`src/rtl/uart_pkg.sv`:
```
// uart_pkg: shared definitions for the UART transmitter.
//   - FSM state encodings (3-bit, so illegal codes exist and are recovered)
//   - parity mode codes as seen on i_parity_mode
//   - frame_bits(): total bit periods in one frame for a given format
package uart_pkg;

    typedef logic [2:0] state_t;

    localparam state_t S_IDLE   = 3'd0;
    localparam state_t S_START  = 3'd1;
    localparam state_t S_DATA   = 3'd2;
    localparam state_t S_PARITY = 3'd3;
    localparam state_t S_STOP   = 3'd4;

    localparam logic [1:0] PAR_NONE = 2'b00;
    localparam logic [1:0] PAR_EVEN = 2'b01;
    localparam logic [1:0] PAR_ODD  = 2'b10;

    // Start + data + optional parity + one or two stop bits.
    function automatic int frame_bits(input int word_len, input logic [1:0] mode,
                                      input logic two_stop);
        return 1 + word_len + (((mode == PAR_EVEN) || (mode == PAR_ODD)) ? 1 : 0)
                 + (two_stop ? 2 : 1);
    endfunction

endpackage

```
`src/rtl/uart_sync_fifo.sv`:
```
// uart_sync_fifo: single-clock FIFO feeding the UART shift register.
//   i_push/i_data   write side; ignored while full (even with a same-edge pop)
//   i_pop/o_data    read side; o_data is the head word, valid while !o_empty
//   o_full/o_empty  status flags
//   o_count         words currently stored
module uart_sync_fifo
    import uart_pkg::*;
#(
    parameter int p_WIDTH = 8,
    parameter int p_DEPTH = 4
) (
    input  logic                         i_clk,
    input  logic                         i_rst,
    input  logic                         i_push,
    input  logic [p_WIDTH-1:0]           i_data,
    input  logic                         i_pop,
    output logic [p_WIDTH-1:0]           o_data,
    output logic                         o_full,
    output logic                         o_empty,
    output logic [$clog2(p_DEPTH+1)-1:0] o_count
);

    localparam int PW = $clog2(p_DEPTH);
    localparam int CW = $clog2(p_DEPTH+1);

    logic [p_WIDTH-1:0] mem [p_DEPTH];
    logic [PW-1:0]      wr_ptr;
    logic [PW-1:0]      rd_ptr;
    logic               do_push;
    logic               do_pop;

    assign o_full  = (o_count == CW'(p_DEPTH));
    assign o_empty = (o_count == '0);
    assign do_push = i_push && !o_full;
    assign do_pop  = i_pop && !o_empty;
    assign o_data  = mem[rd_ptr];

    // Depth is a power of two, so pointers wrap by natural overflow.
    always_ff @(posedge i_clk or posedge i_rst) begin
        if (i_rst) begin
            wr_ptr  <= '0;
            rd_ptr  <= '0;
            o_count <= '0;
        end else begin
            if (do_push) wr_ptr <= wr_ptr + PW'(1);
            if (do_pop)  rd_ptr <= rd_ptr + PW'(1);
            case ({do_push, do_pop})
                2'b10:   o_count <= o_count + CW'(1);
                2'b01:   o_count <= o_count - CW'(1);
                default: o_count <= o_count;
            endcase
        end
    end

    always_ff @(posedge i_clk) begin
        if (do_push) mem[wr_ptr] <= i_data;
    end

endmodule

```
`src/rtl/uart_tx_fifo.sv`:
```
// uart_tx_fifo: UART transmitter with an input FIFO and selectable frame format.
//   i_data/i_valid/o_ready  producer handshake into the FIFO
//   i_parity_mode           00/11 none, 01 even, 10 odd (latched per frame)
//   i_two_stop              two stop bits when 1 (latched per frame)
//   o_tx                    serial line, idle high, LSB first
//   o_busy                  a frame is in progress
//   o_done                  one-cycle pulse during the frame's last stop cycle
//   o_fifo_count            words waiting in the FIFO
// o_tx is registered from the current state, so the line trails the FSM by
// one cycle; o_done is registered the same way and lines up with the line.
module uart_tx_fifo
    import uart_pkg::*;
#(
    parameter int p_CLK_DIV    = 104,
    parameter int p_WORD_LEN   = 8,
    parameter int p_FIFO_DEPTH = 4
) (
    input  logic                              i_clk,
    input  logic                              i_rst,
    input  logic [p_WORD_LEN-1:0]             i_data,
    input  logic                              i_valid,
    output logic                              o_ready,
    input  logic [1:0]                        i_parity_mode,
    input  logic                              i_two_stop,
    output logic                              o_tx,
    output logic                              o_busy,
    output logic                              o_done,
    output logic [$clog2(p_FIFO_DEPTH+1)-1:0] o_fifo_count
);

    localparam int BW = $clog2(p_CLK_DIV);
    localparam int NW = $clog2(p_WORD_LEN+1);

    state_t                state;
    logic [BW-1:0]         baud;
    logic [NW-1:0]         bit_cnt;
    logic [p_WORD_LEN-1:0] shreg;
    logic                  par_bit;
    logic [1:0]            mode_l;
    logic                  two_l;
    logic                  second_stop;

    logic [p_WORD_LEN-1:0] head;
    logic                  full;
    logic                  empty;
    logic                  push;
    logic                  pop;
    logic                  baud_last;
    logic                  stop_last;
    logic                  has_par;

    assign o_ready   = !full && !i_rst;
    assign push      = i_valid && o_ready;
    assign baud_last = (baud == BW'(p_CLK_DIV-1));
    assign stop_last = !two_l || second_stop;
    assign has_par   = (mode_l == PAR_EVEN) || (mode_l == PAR_ODD);

    // Pop from IDLE, or on the final stop cycle so the next frame starts
    // without an idle gap.
    always_comb begin
        pop = 1'b0;
        case (state)
            S_IDLE:  pop = !empty;
            S_STOP:  pop = baud_last && stop_last && !empty;
            default: pop = 1'b0;
        endcase
    end

    uart_sync_fifo #(
        .p_WIDTH (p_WORD_LEN),
        .p_DEPTH (p_FIFO_DEPTH)
    ) u_fifo (
        .i_clk   (i_clk),
        .i_rst   (i_rst),
        .i_push  (push),
        .i_data  (i_data),
        .i_pop   (pop),
        .o_data  (head),
        .o_full  (full),
        .o_empty (empty),
        .o_count (o_fifo_count)
    );

    always_ff @(posedge i_clk or posedge i_rst) begin
        if (i_rst) begin
            state       <= S_IDLE;
            baud        <= '0;
            bit_cnt     <= '0;
            shreg       <= '0;
            par_bit     <= 1'b0;
            mode_l      <= PAR_NONE;
            two_l       <= 1'b0;
            second_stop <= 1'b0;
            o_tx        <= 1'b1;
            o_busy      <= 1'b0;
            o_done      <= 1'b0;
        end else begin
            o_done <= 1'b0;

            // Frame setup; parity comes from the whole word before shifting.
            if (pop) begin
                shreg   <= head;
                par_bit <= (^head) ^ (i_parity_mode == PAR_ODD);
                mode_l  <= i_parity_mode;
                two_l   <= i_two_stop;
                baud    <= '0;
                state   <= S_START;
                o_busy  <= 1'b1;
            end

            case (state)
                S_IDLE: o_tx <= 1'b1;

                S_START: begin
                    o_tx <= 1'b0;
                    if (baud_last) begin
                        baud    <= '0;
                        bit_cnt <= '0;
                        state   <= S_DATA;
                    end else begin
                        baud <= baud + BW'(1);
                    end
                end

                S_DATA: begin
                    o_tx <= shreg[0];
                    if (baud_last) begin
                        baud    <= '0;
                        shreg   <= shreg >> 1;
                        bit_cnt <= bit_cnt + NW'(1);
                        if (bit_cnt == NW'(p_WORD_LEN-1)) begin
                            second_stop <= 1'b0;
                            state       <= has_par ? S_PARITY : S_STOP;
                        end
                    end else begin
                        baud <= baud + BW'(1);
                    end
                end

                S_PARITY: begin
                    o_tx <= par_bit;
                    if (baud_last) begin
                        baud        <= '0;
                        second_stop <= 1'b0;
                        state       <= S_STOP;
                    end else begin
                        baud <= baud + BW'(1);
                    end
                end

                S_STOP: begin
                    o_tx <= 1'b1;
                    if (baud_last) begin
                        if (!stop_last) begin
                            baud        <= '0;
                            second_stop <= 1'b1;
                        end else begin
                            o_done <= 1'b1;
                            if (empty) begin
                                baud   <= '0;
                                state  <= S_IDLE;
                                o_busy <= 1'b0;
                            end
                        end
                    end else begin
                        baud <= baud + BW'(1);
                    end
                end

                default: begin
                    state  <= S_IDLE;
                    baud   <= '0;
                    o_tx   <= 1'b1;
                    o_busy <= 1'b0;
                end
            endcase
        end
    end

endmodule

```
`config.mk`:
```
export PLATFORM = sky130hd
export DESIGN_NAME = uart_tx_fifo
export DESIGN_NICKNAME = d
export VERILOG_FILES = /design/src/rtl/uart_pkg.sv /design/src/rtl/uart_sync_fifo.sv /design/src/rtl/uart_tx_fifo.sv
export SDC_FILE = /design/constraint.sdc
export NUM_CORES = 1
export LEC_CHECK = 0
export ABC_CLOCK_PERIOD_IN_PS = 4400
export CAP_MARGIN = 20
export CORE_MARGIN = 5
export CORE_UTILIZATION = 45
export CTS_BUF_LIST = sky130_fd_sc_hd__clkbuf_4
export DETAILED_ROUTE_END_ITERATION = 12
export PLACE_DENSITY = 0.68
export RECOVER_POWER = 100
export SKIP_CTS_REPAIR_TIMING = 1
export SLEW_MARGIN = 5
export SYNTH_ARGS = -nofsm -noshare
export SYNTH_HDL_FRONTEND = slang
export SYNTH_SLANG_ARGS = --single-unit
```
`constraint.sdc`:
```
create_clock -name i_clk -period 4.4 [get_ports i_clk]
set_input_delay 0.88 -clock i_clk [delete_from_list [all_inputs] [get_ports i_clk]]
set_output_delay 0.88 -clock i_clk [all_outputs]
set_load 0.03 [all_outputs]
```
== After elaboration in Yosys (flattened, before gate mapping) ==
Memories as Yosys holds them, arrays and structs flattened.
Index checks and enable logic that the tools add are counted.

* Output and inout port bits: 7
* Memories: 1
* Logic and storage cells: 103
* Register bits: 37
* Memory bits (writable): 32
* Input bits: 14

* Bitwise logic cells: 1
* $add $sub $neg: 6
* Equality and inequality tests: 18
* Mux-type cells: 41
* Reduce and logical (&&, ||, !) cells: 22

{| class="wikitable"
|+ Memories
! name !! words !! bits a word !! rd ports !! clocked after memory_dff !! write ports !! line !! RTL
|-
| u_fifo.mem || 4 || 8 || 1 || 0 || 1 || uart_sync_fifo.sv:26 || <nowiki>logic [p_WIDTH-1:0] mem [p_DEPTH];</nowiki>
|}

{| class="wikitable"
|+ Operators with widths
! kind !! count
|-
| 7-bit 2-to-1 mux || 5
|-
| 3-bit 2-to-1 mux || 9
|-
| 8-bit 2-to-1 mux || 3
|-
| 7-bit one-hot mux with 3 select lines || 1
|-
| 3-bit one-hot mux with 5 select lines || 1
|-
| 1-bit 2-to-1 mux || 14
|-
| 2-bit inequality test, second input constant || 6
|-
| 4-bit 2-to-1 mux || 2
|-
| 4-bit one-hot mux with 2 select lines || 1
|-
| 8-bit XOR reduction || 1
|-
| 7-bit by 1-bit adder with 7-bit output, second input constant || 1
|-
| 7-bit equality test, second input constant || 1
|-
| 2-bit equality test, second input constant || 3
|-
| 3-bit by 2-bit equality test with 1-bit output, second input constant || 2
|-
| 3-bit equality test, second input constant || 2
|-
| 1-bit logical AND || 6
|-
| 3-bit zero test || 2
|-
| 1-bit one-hot mux with 3 select lines || 2
|-
| 3-bit one-hot mux with 2 select lines || 1
|-
| 6-bit AND reduction || 1
|-
| 2-bit by 1-bit adder with 2-bit output, second input constant || 2
|-
| 4-bit by 1-bit adder with 4-bit output, second input constant || 1
|-
| 2-bit by 1-bit equality test with 1-bit output, second input constant || 2
|-
| 4-bit by 3-bit equality test with 1-bit output, second input constant || 1
|-
| 12 further kinds || 18
|}

== Longest topological paths before layout ==
Gate-level depths: netlist (run 1).

* Depth in word-level cells: 10
* Depth in mapped cells: 13

== By module ==
A second synthesis (run 1) with hierarchy kept.

* Cell total of the unflattened synthesis: 261
* Area total of the unflattened synthesis: 3359.5 sq um

{| class="wikitable"
|+ Modules (own cells, without submodules)
! module !! instances !! cells an instance !! sequential area each (sq um) !! area an instance (sq um)
|-
| uart_tx_fifo || 1 || 181 || 752.0 || 1762.9
|-
| uart_sync_fifo || 1 || 80 || 1136.1 || 1596.5
|}

== Least setup slack after synthesis (run 1) ==
OpenSTA, ideal clock, no wires.

* Path kind: input to register
* Start: in i_rst
* End: reg u_fifo.o_count[2]
* Setup slack: 1.663 ns
* Buffers on the path: 0
* Library setup time: 0.138 ns
* Cell stages on the path: 9
* Arrival: 2.599 ns
* Cells stage by stage: a31oi_1 and2_1 inv_1 ha_1 inv_1 fa_1 xor2_1 nor2_1 xor2_1

* Longest elaborated chain between the ends: 6

{| class="wikitable"
|+ Ends and longest elaborated chain
! element !! line !! RTL
|-
| start, declared || uart_tx_fifo.sv:19 || <nowiki>input logic i_rst,</nowiki>
|-
| 1-bit zero test (no line) * || n/a ||
|-
| 1-bit logical AND * || uart_tx_fifo.sv:52 || <nowiki>assign o_ready = !full && !i_rst;</nowiki>
|-
| 1-bit logical AND * || uart_tx_fifo.sv:53 || <nowiki>assign push = i_valid && o_ready;</nowiki>
|-
| 1-bit logical AND * || uart_sync_fifo.sv:34 || <nowiki>assign do_push = i_push && !o_full;</nowiki>
|-
| 2-bit by 1-bit equality test with 1-bit output / 2-bit equality test (equally long branches) || uart_sync_fifo.sv:47 || <nowiki>case ({do_push, do_pop})</nowiki>
|-
| 3-bit one-hot mux with 2 select lines / 2-bit nonzero test (equally long branches) || n/a ||
|-
| end signal, assigned || uart_sync_fifo.sv:48 || <nowiki>2'b10: o_count <= o_count + CW'(1);</nowiki>
|-
| end signal, assigned || uart_sync_fifo.sv:49 || <nowiki>2'b01: o_count <= o_count - CW'(1);</nowiki>
|-
| end signal, assigned || uart_sync_fifo.sv:50 || <nowiki>default: o_count <= o_count;</nowiki>
|-
| end, declared || uart_sync_fifo.sv:20 || <nowiki>output logic [$clog2(p_DEPTH+1)-1:0] o_count</nowiki>
|}

Every way passes the cells marked *; elsewhere a longest branch is shown, timed or not.
A chain may end at the register's enable or synchronous reset.

== Worst setup path after layout (run 1) ==
* Start: in i_rst
* End: out o_ready

* Longest elaborated chain between the ends: 2

{| class="wikitable"
|+ Ends and longest elaborated chain
! element !! line !! RTL
|-
| 1-bit zero test (no line) || n/a ||
|-
| 1-bit logical AND || uart_tx_fifo.sv:52 ||
|-
| end, declared || uart_tx_fifo.sv:22 || <nowiki>output logic o_ready,</nowiki>
|}

No other way between the ends.

==> results.cfg, run 1 <==
[floorplanning]
floorplan.core_area_um2 = 7140
initial_cell_density_of_the_core_pct = 45.5
ios = 21
die_height_um = 95.0
floorplan.rows = 31
die_area_um2 = 9020
chipWidth_um = 95.0

[logic_synthesis]
yosys_most_used_dff = sky130_fd_sc_hd__dfrtp_1
ys_seq_elements = 69
synth.yosys.seq_area_share_pct = 58.1
postSynthCellCount = 260
syn-mean-instance-area_um2 = 12.5
netlist_area_before_placement_um2 = 3250
synth_cell_type_count = 54
mappedNetlistNets = 282
synth_edf_count = 32
yosysTopAreaCell = sky130_fd_sc_hd__edfxtp_1
yosysTopAreaCellShare_pct = 29.6
synth-async-reset-ratio_pct = 53.6
ys_top_cells_by_area = sky130_fd_sc_hd__edfxtp_1 30%, sky130_fd_sc_hd__dfrtp_1 28%, sky130_fd_sc_hd__nand2_1 4.2%
synthesis.yosys.warnings = 0

[cts]
cts.root.buffer_cell = sky130_fd_sc_hd__clkbuf_4
cts.clk_slew.worst_paths_ps = 110
tritoncts = yes
htree_levels = 3
clock_sinks = 69
cts_buffer_depth = 2
number_of_clock_buffers_inserted_by_tritoncts = 9
insertion_delay_ps = 400

[global_routing]
first_global_vias = 2046
grt_antenna_before_repair = 0
first_pass_grt_wire_length_um = 9490
grt_util_all_layers_pct = 13.9
gr-total-overflow = 0
grt_max_degree = 36

[setup_path]
timing_worst_setup_path_type = input pin to output port
worst-endpoint-required_ps = 3520
critPathArrivalTime_ps = 2560
critical_path_peak_fanout = 6
timing.critical_path.from_type = input pin
timing.critical_path.to_type = output port

[routing]
route.detailed.drc = 0
wirelength_um = 5480
detail_route.first_pass.iterations = 4
detail_route.iter0.violations = 77
vias_per_cell = 5.21
via_count = 2007
route.antenna.remaining_nets = 0
post_drt_wl_per_cell_um = 14.2

[final_layout]
finalCoreUtilization_pct = 51.3
drive_gt1_share_pct = 9.09
syn_to_final_growth_pct = 12.7
finish.net_count = 303
antenna-diode-count = 0

[pwr]
ir_drop_v = 0.000265
total_power_mw = 2.04
power_leakage_nw = 1.41
powerDensity_nw_per_um2 = 558

[timing]
slew_viol_final = 36
fin_worst_skew_ps = 10.1
final-hold-violation-count = 0
timing_worst_slew_pin_value_ps = 1940
timing.final.crit_period_ps = 3440
setup_total_negative_slack_ps = 0
worst_slack_ps = 956
fmaxAchievable_ghz = 0.290
finalCritPeriodShare_pct = 78.3
rsz0062_at_grt = false
finalSetupViolations = 0
worst_slew_margin_rel_pct = -29.2

[job]
drv_cap = 1

[placement]
globalplace.congestion = 0.704
place_ws_ps = 1120
place_hpwl_um = 3710
port_buffers = 20

[run_status]
status = finished, violations left
failed_checks = capacitance limit, slew limit

[hold_path]
hold_path_class = flip-flop to flip-flop
[sequential cells by signal (all words and copies together), names as in the netlist]
register / cells
o_tx: 1
o_busy: 1
o_done: 1
state: 3
u_fifo.wr_ptr: 2
second_stop: 1
two_l: 1
baud: 7
u_fifo.o_count: 3
par_bit: 1
mode_l: 2
u_fifo.rd_ptr: 2
u_fifo.mem: 32
shreg: 8
bit_cnt: 4
[cell usage after synthesis (all sizes together) (2+ instances only)]
library cell	n
nor2b	3
a21o	2
nor2	10
mux2i	8
nor3b	2
a31oi	5
and3b	2
nand3	7
buf	5
and3	5
edfxtp	32
nor3	4
or2	2
xor2	6
nand2b	2
o21ai	20
mux4	8
ha	7
inv	9
clkbuf	6
nand2	36
o32ai	2
a21oi	7
or3	2
xnor2	10
dfrtp	36
nand3b	2
a22o	2
[metal layers]
layer  global-route usage (%)  vias up  share of wire [%]
met3                     4.70        4                3.5
met4                     4.33        0               0.69
li1                         -      992                  -
met2                     24.1       32                 52
met1                     16.2      979                 44
met5                        0        -                  0
[per-stage QoR]
step / instances / hold slack (ps) / cell area (um^2)
after global routing: 385 / 521 / 3660
after global placement: 369 / 462 / 3520
final: 385 / 485 / 3660
after floorplan: 260 / 449 / 3250
after CTS: 385 / 491 / 3680
after detailed placement: 369 / 464 / 3520
[worst paths after layout]
check / start / end / slack, ps / depth (start not counted)
max: i_rst / o_ready / 960 / 3
min: shreg[4] / shreg[3] / 490 / 2
max reg2reg: state[0] / u_fifo.o_count[2] / 1250 / 10
min reg2reg: shreg[4] / shreg[3] / 490 / 2
max in group asynchronous: i_rst / shreg[0] / 1590 / 3
min in group asynchronous: i_rst / u_fifo.wr_ptr[0] / 790 / 2
[cells in the final DEF, fill, tap and decap left out, types with 8 or more instances in the layout]
cell,instances
sky130_fd_sc_hd__clkbuf_4,9
sky130_fd_sc_hd__dfrtp_1,36
sky130_fd_sc_hd__dlygate4sd3_1,16
sky130_fd_sc_hd__edfxtp_1,32
sky130_fd_sc_hd__inv_1,9
sky130_fd_sc_hd__mux2i_1,8
sky130_fd_sc_hd__nand2_1,36
sky130_fd_sc_hd__nor2_1,10
sky130_fd_sc_hd__o21ai_0,20
sky130_fd_sc_hd__xnor2_1,9
[logic make-up after synthesis]
logic type                 Yosys count  share of synthesized area (%)
adders and majority gates            8                           3.31
muxes                               17                           8.82
and+or+nand+nor                     81                           12.4
xor gates and xnor gates            17                           5.24
AOI/OAI and AO/OA                   48                           9.20
DFF                                 69                           58.1
buffers and inverters               20                           2.89
[worst max-delay path, stage by stage]
cell	delay [ps]
sky130_fd_sc_hd__dlygate4sd3_1	550
sky130_fd_sc_hd__a31oi_1	330
sky130_fd_sc_hd__dlygate4sd3_1	800
[report_power, final]
| group | internal [mW] | total, mW | switching, mW |
|---|---|---|---|
| registers | 0.826 | 0.967 | 0.142 |
| logic | 0.335 | 0.623 | 0.289 |
| clock network | 0.227 | 0.454 | 0.226 |
[area by class of cell]
type,instances,area (um^2)
Clock buffer,9,67.6
Clock inverter,7,90.1
Fill cell,629,3470
Inverter,9,33.8
Multi-Input combinational cell,171,1260
Sequential cell,69,1890
Tap cell,99,124
Timing Repair Buffer,21,204
Power figures use the tool's default switching activity.
==> run 2, diff against run 1 <==
--- a/config.mk
+++ b/config.mk
@@ -5,13 +5,13 @@
 export SDC_FILE = /design/constraint.sdc
 export NUM_CORES = 1
 export LEC_CHECK = 0
-export ABC_CLOCK_PERIOD_IN_PS = 4400
+export ABC_CLOCK_PERIOD_IN_PS = 2900
 export CAP_MARGIN = 20
 export CORE_MARGIN = 5
 export CORE_UTILIZATION = 45
 export CTS_BUF_LIST = sky130_fd_sc_hd__clkbuf_4
 export DETAILED_ROUTE_END_ITERATION = 12
-export PLACE_DENSITY = 0.68
+export PLACE_DENSITY = 0.71
 export RECOVER_POWER = 100
 export SKIP_CTS_REPAIR_TIMING = 1
 export SLEW_MARGIN = 5
==> constraint.sdc (replaced) <==
create_clock -name i_clk -period 2.9 [get_ports i_clk]
set_input_delay 0.58 -clock i_clk [delete_from_list [all_inputs] [get_ports i_clk]]
set_output_delay 0.58 -clock i_clk [all_outputs]
set_load 0.03 [all_outputs]
==> run 2 against run 1 <==
The flow still finishes with violations (capacitance limit, slew limit). Largest cell class unchanged. Wire length up 1.1%. Clock power grew 35%. Largest power group unchanged. Combinational power increased by 57%. Final cell count increased by 1.3%.
==> results.cfg, run 2 (same netlist as run 1, synthesis figures left out) <==
[setup_path]
rr_endpoint = shreg[1]
timing_worst_setup_path_type = input pin to output port
critical_path.slowest_cell = sky130_fd_sc_hd__dlygate4sd3_1
worst-endpoint-required_ps = 2320
critical_path_cell_count = 3
critical_path_peak_fanout = 6
path_buf_inv = 2
worstRegToRegCells = 4
reg2reg_setup_slack_ps = 350
critical_path.startpoint = i_rst
timing.critical_path.from_type = input pin
critical_path.endpoint = o_ready
cp_cell_sequence = clkdlybuf4s50_1 -> a31oi_1 -> dlygate4sd3_1
crit_path_max_incr_delay_ps = 800
rr_startpoint = baud[3]
critPathArrivalTime_ps = 2140
crit_family = buffers and inverters
timing.critical_path.to_type = output port

[final_layout]
finalCoreUtilization_pct = 51.6
syn_to_final_growth_pct = 13.4
drive_gt1_share_pct = 10.7
mostFrequentLayoutCells = 36 x sky130_fd_sc_hd__nand2_1, 36 x sky130_fd_sc_hd__dfrtp_1, 32 x sky130_fd_sc_hd__edfxtp_1
finish.net_count = 308
biggestRegsByFlops = u_fifo.mem (32), shreg (8), baud (7)
finalNonFillerCells = 390
largest_register_ffs = 32
antenna-diode-count = 0
regMostFlops = u_fifo.mem
layout.cell_area.non_filler_um2 = 3680
final.fill_count = 630

[routing]
route.antenna.remaining_nets = 0
route.detailed.drc = 0
via_count = 2041
detail_route.iter0.violations = 93
wirelength_um = 5530
detail_route.first_pass.iterations = 6
post_drt_wl_per_cell_um = 14.2
vias_per_cell = 5.23

[timing]
finalCritPeriodShare_pct = 93.8
timing_worst_slew_pin_value_ps = 1980
hold-worst-slack_ps = 503
timing.final.crit_period_ps = 2720
slew_viol_final = 38
rsz0062_at_grt = false
worst_slack_ps = 180
fmaxAchievable_ghz = 0.368
finalSetupViolations = 0
setup_total_negative_slack_ps = 0
fin_worst_skew_ps = 19.2
worst_slew_margin_rel_pct = -32.1
final-hold-violation-count = 0

[placement]
placedInstanceArea_um2 = 3560
port_buffers = 20
place_hpwl_um = 3910
dpl_cells = 374
globalplace.congestion = 0.772
place_ws_ps = 222

[cts]
cts.clk_slew.worst_paths_ps = 130
tritoncts = yes
htree_levels = 3
cts_buffer_depth = 2
clock_sinks = 69
cts.root.buffer_cell = sky130_fd_sc_hd__clkbuf_4
insertion_delay_ps = 420
number_of_clock_buffers_inserted_by_tritoncts = 9

[pwr]
ir_drop_v = 0.000510
power_leakage_nw = 1.42
powerDensity_nw_per_um2 = 827
total_power_mw = 3.04

[global_routing]
gr-total-overflow = 0
first_pass_grt_wire_length_um = 9510
grt_max_degree = 38
first_global_vias = 2024
grt_util_all_layers_pct = 13.8
grt_antenna_before_repair = 0

[floorplanning]
ios = 21
initial_cell_density_of_the_core_pct = 45.5
die_height_um = 95.0
floorplan.rows = 31
floorplan.core_area_um2 = 7140
die_area_um2 = 9020
chipWidth_um = 95.0

[run_status]
failed_checks = capacitance limit, slew limit
status = finished, violations left

[hold_path]
hold_path_class = flip-flop to flip-flop

[job]
drv_cap = 1
run 2: cell count changes in the layout (fill, tap and decap cells not counted), sizes merged:
| cell | before | now |
|---|---|---|
| buf | 0 | 3 |
| inv | 9 | 12 |
| bufinv | 2 | 0 |
| clkbuf | 10 | 12 |
| clkdlybuf4s50 | 4 | 5 |
| clkinv | 4 | 3 |
| dlygate4sd3 | 16 | 15 |
run 2: final cells by class:
class                           count  area [um^2]  area share, %
Sequential cell                    69         1890           51.3
Multi-Input combinational cell    171         1260           34.1
Timing Repair Buffer               26          234           6.35
Tap cell                           99          124           3.36
Clock inverter                      7         80.1           2.17
Clock buffer                        9         67.6           1.83
Inverter                            9         33.8          0.917
run 2: power by group:
group / internal [mW] / total, mW / switching, mW
Sequential: 1.25 / 1.46 / 0.207
Clock: 0.206 / 0.611 / 0.405
Combinational: 0.521 / 0.975 / 0.453
Total: 1.98 / 3.04 / 1.07
run 2: how the worst min path moves through the flow:
stage / startpoint / endpoint / slack, ps / cells past startpoint
2_1_floorplan: shreg[1] / shreg[0] / 450 / 2
3_3_place_gp: shreg[7] / shreg[6] / 460 / 2
3_5_place_dp: shreg[5] / shreg[4] / 470 / 2
4_1_cts: shreg[5] / shreg[4] / 510 / 2
5_1_grt: par_bit / par_bit / 520 / 2
6_report: shreg[5] / shreg[4] / 500 / 2
run 2: tightest hold or removal path, cell delays in order (launching register included):
cell and delay, ps:
sky130_fd_sc_hd__dfrtp_1 370, sky130_fd_sc_hd__nand2_1 50, sky130_fd_sc_hd__o21ai_0 60
run 2: per-layer routing:
| layer | vias to the layer above | GRT usage [%] | wire (um) |
|---|---|---|---|
| li1 | 1005 | - | - |
| met1 | 997 | 17.2 | 2470 |
| met2 | 37 | 22.7 | 2840 |
| met3 | 2 | 4.62 | 199 |
| met4 | 0 | 4.45 | 24 |
| met5 | - | 0 | 0 |
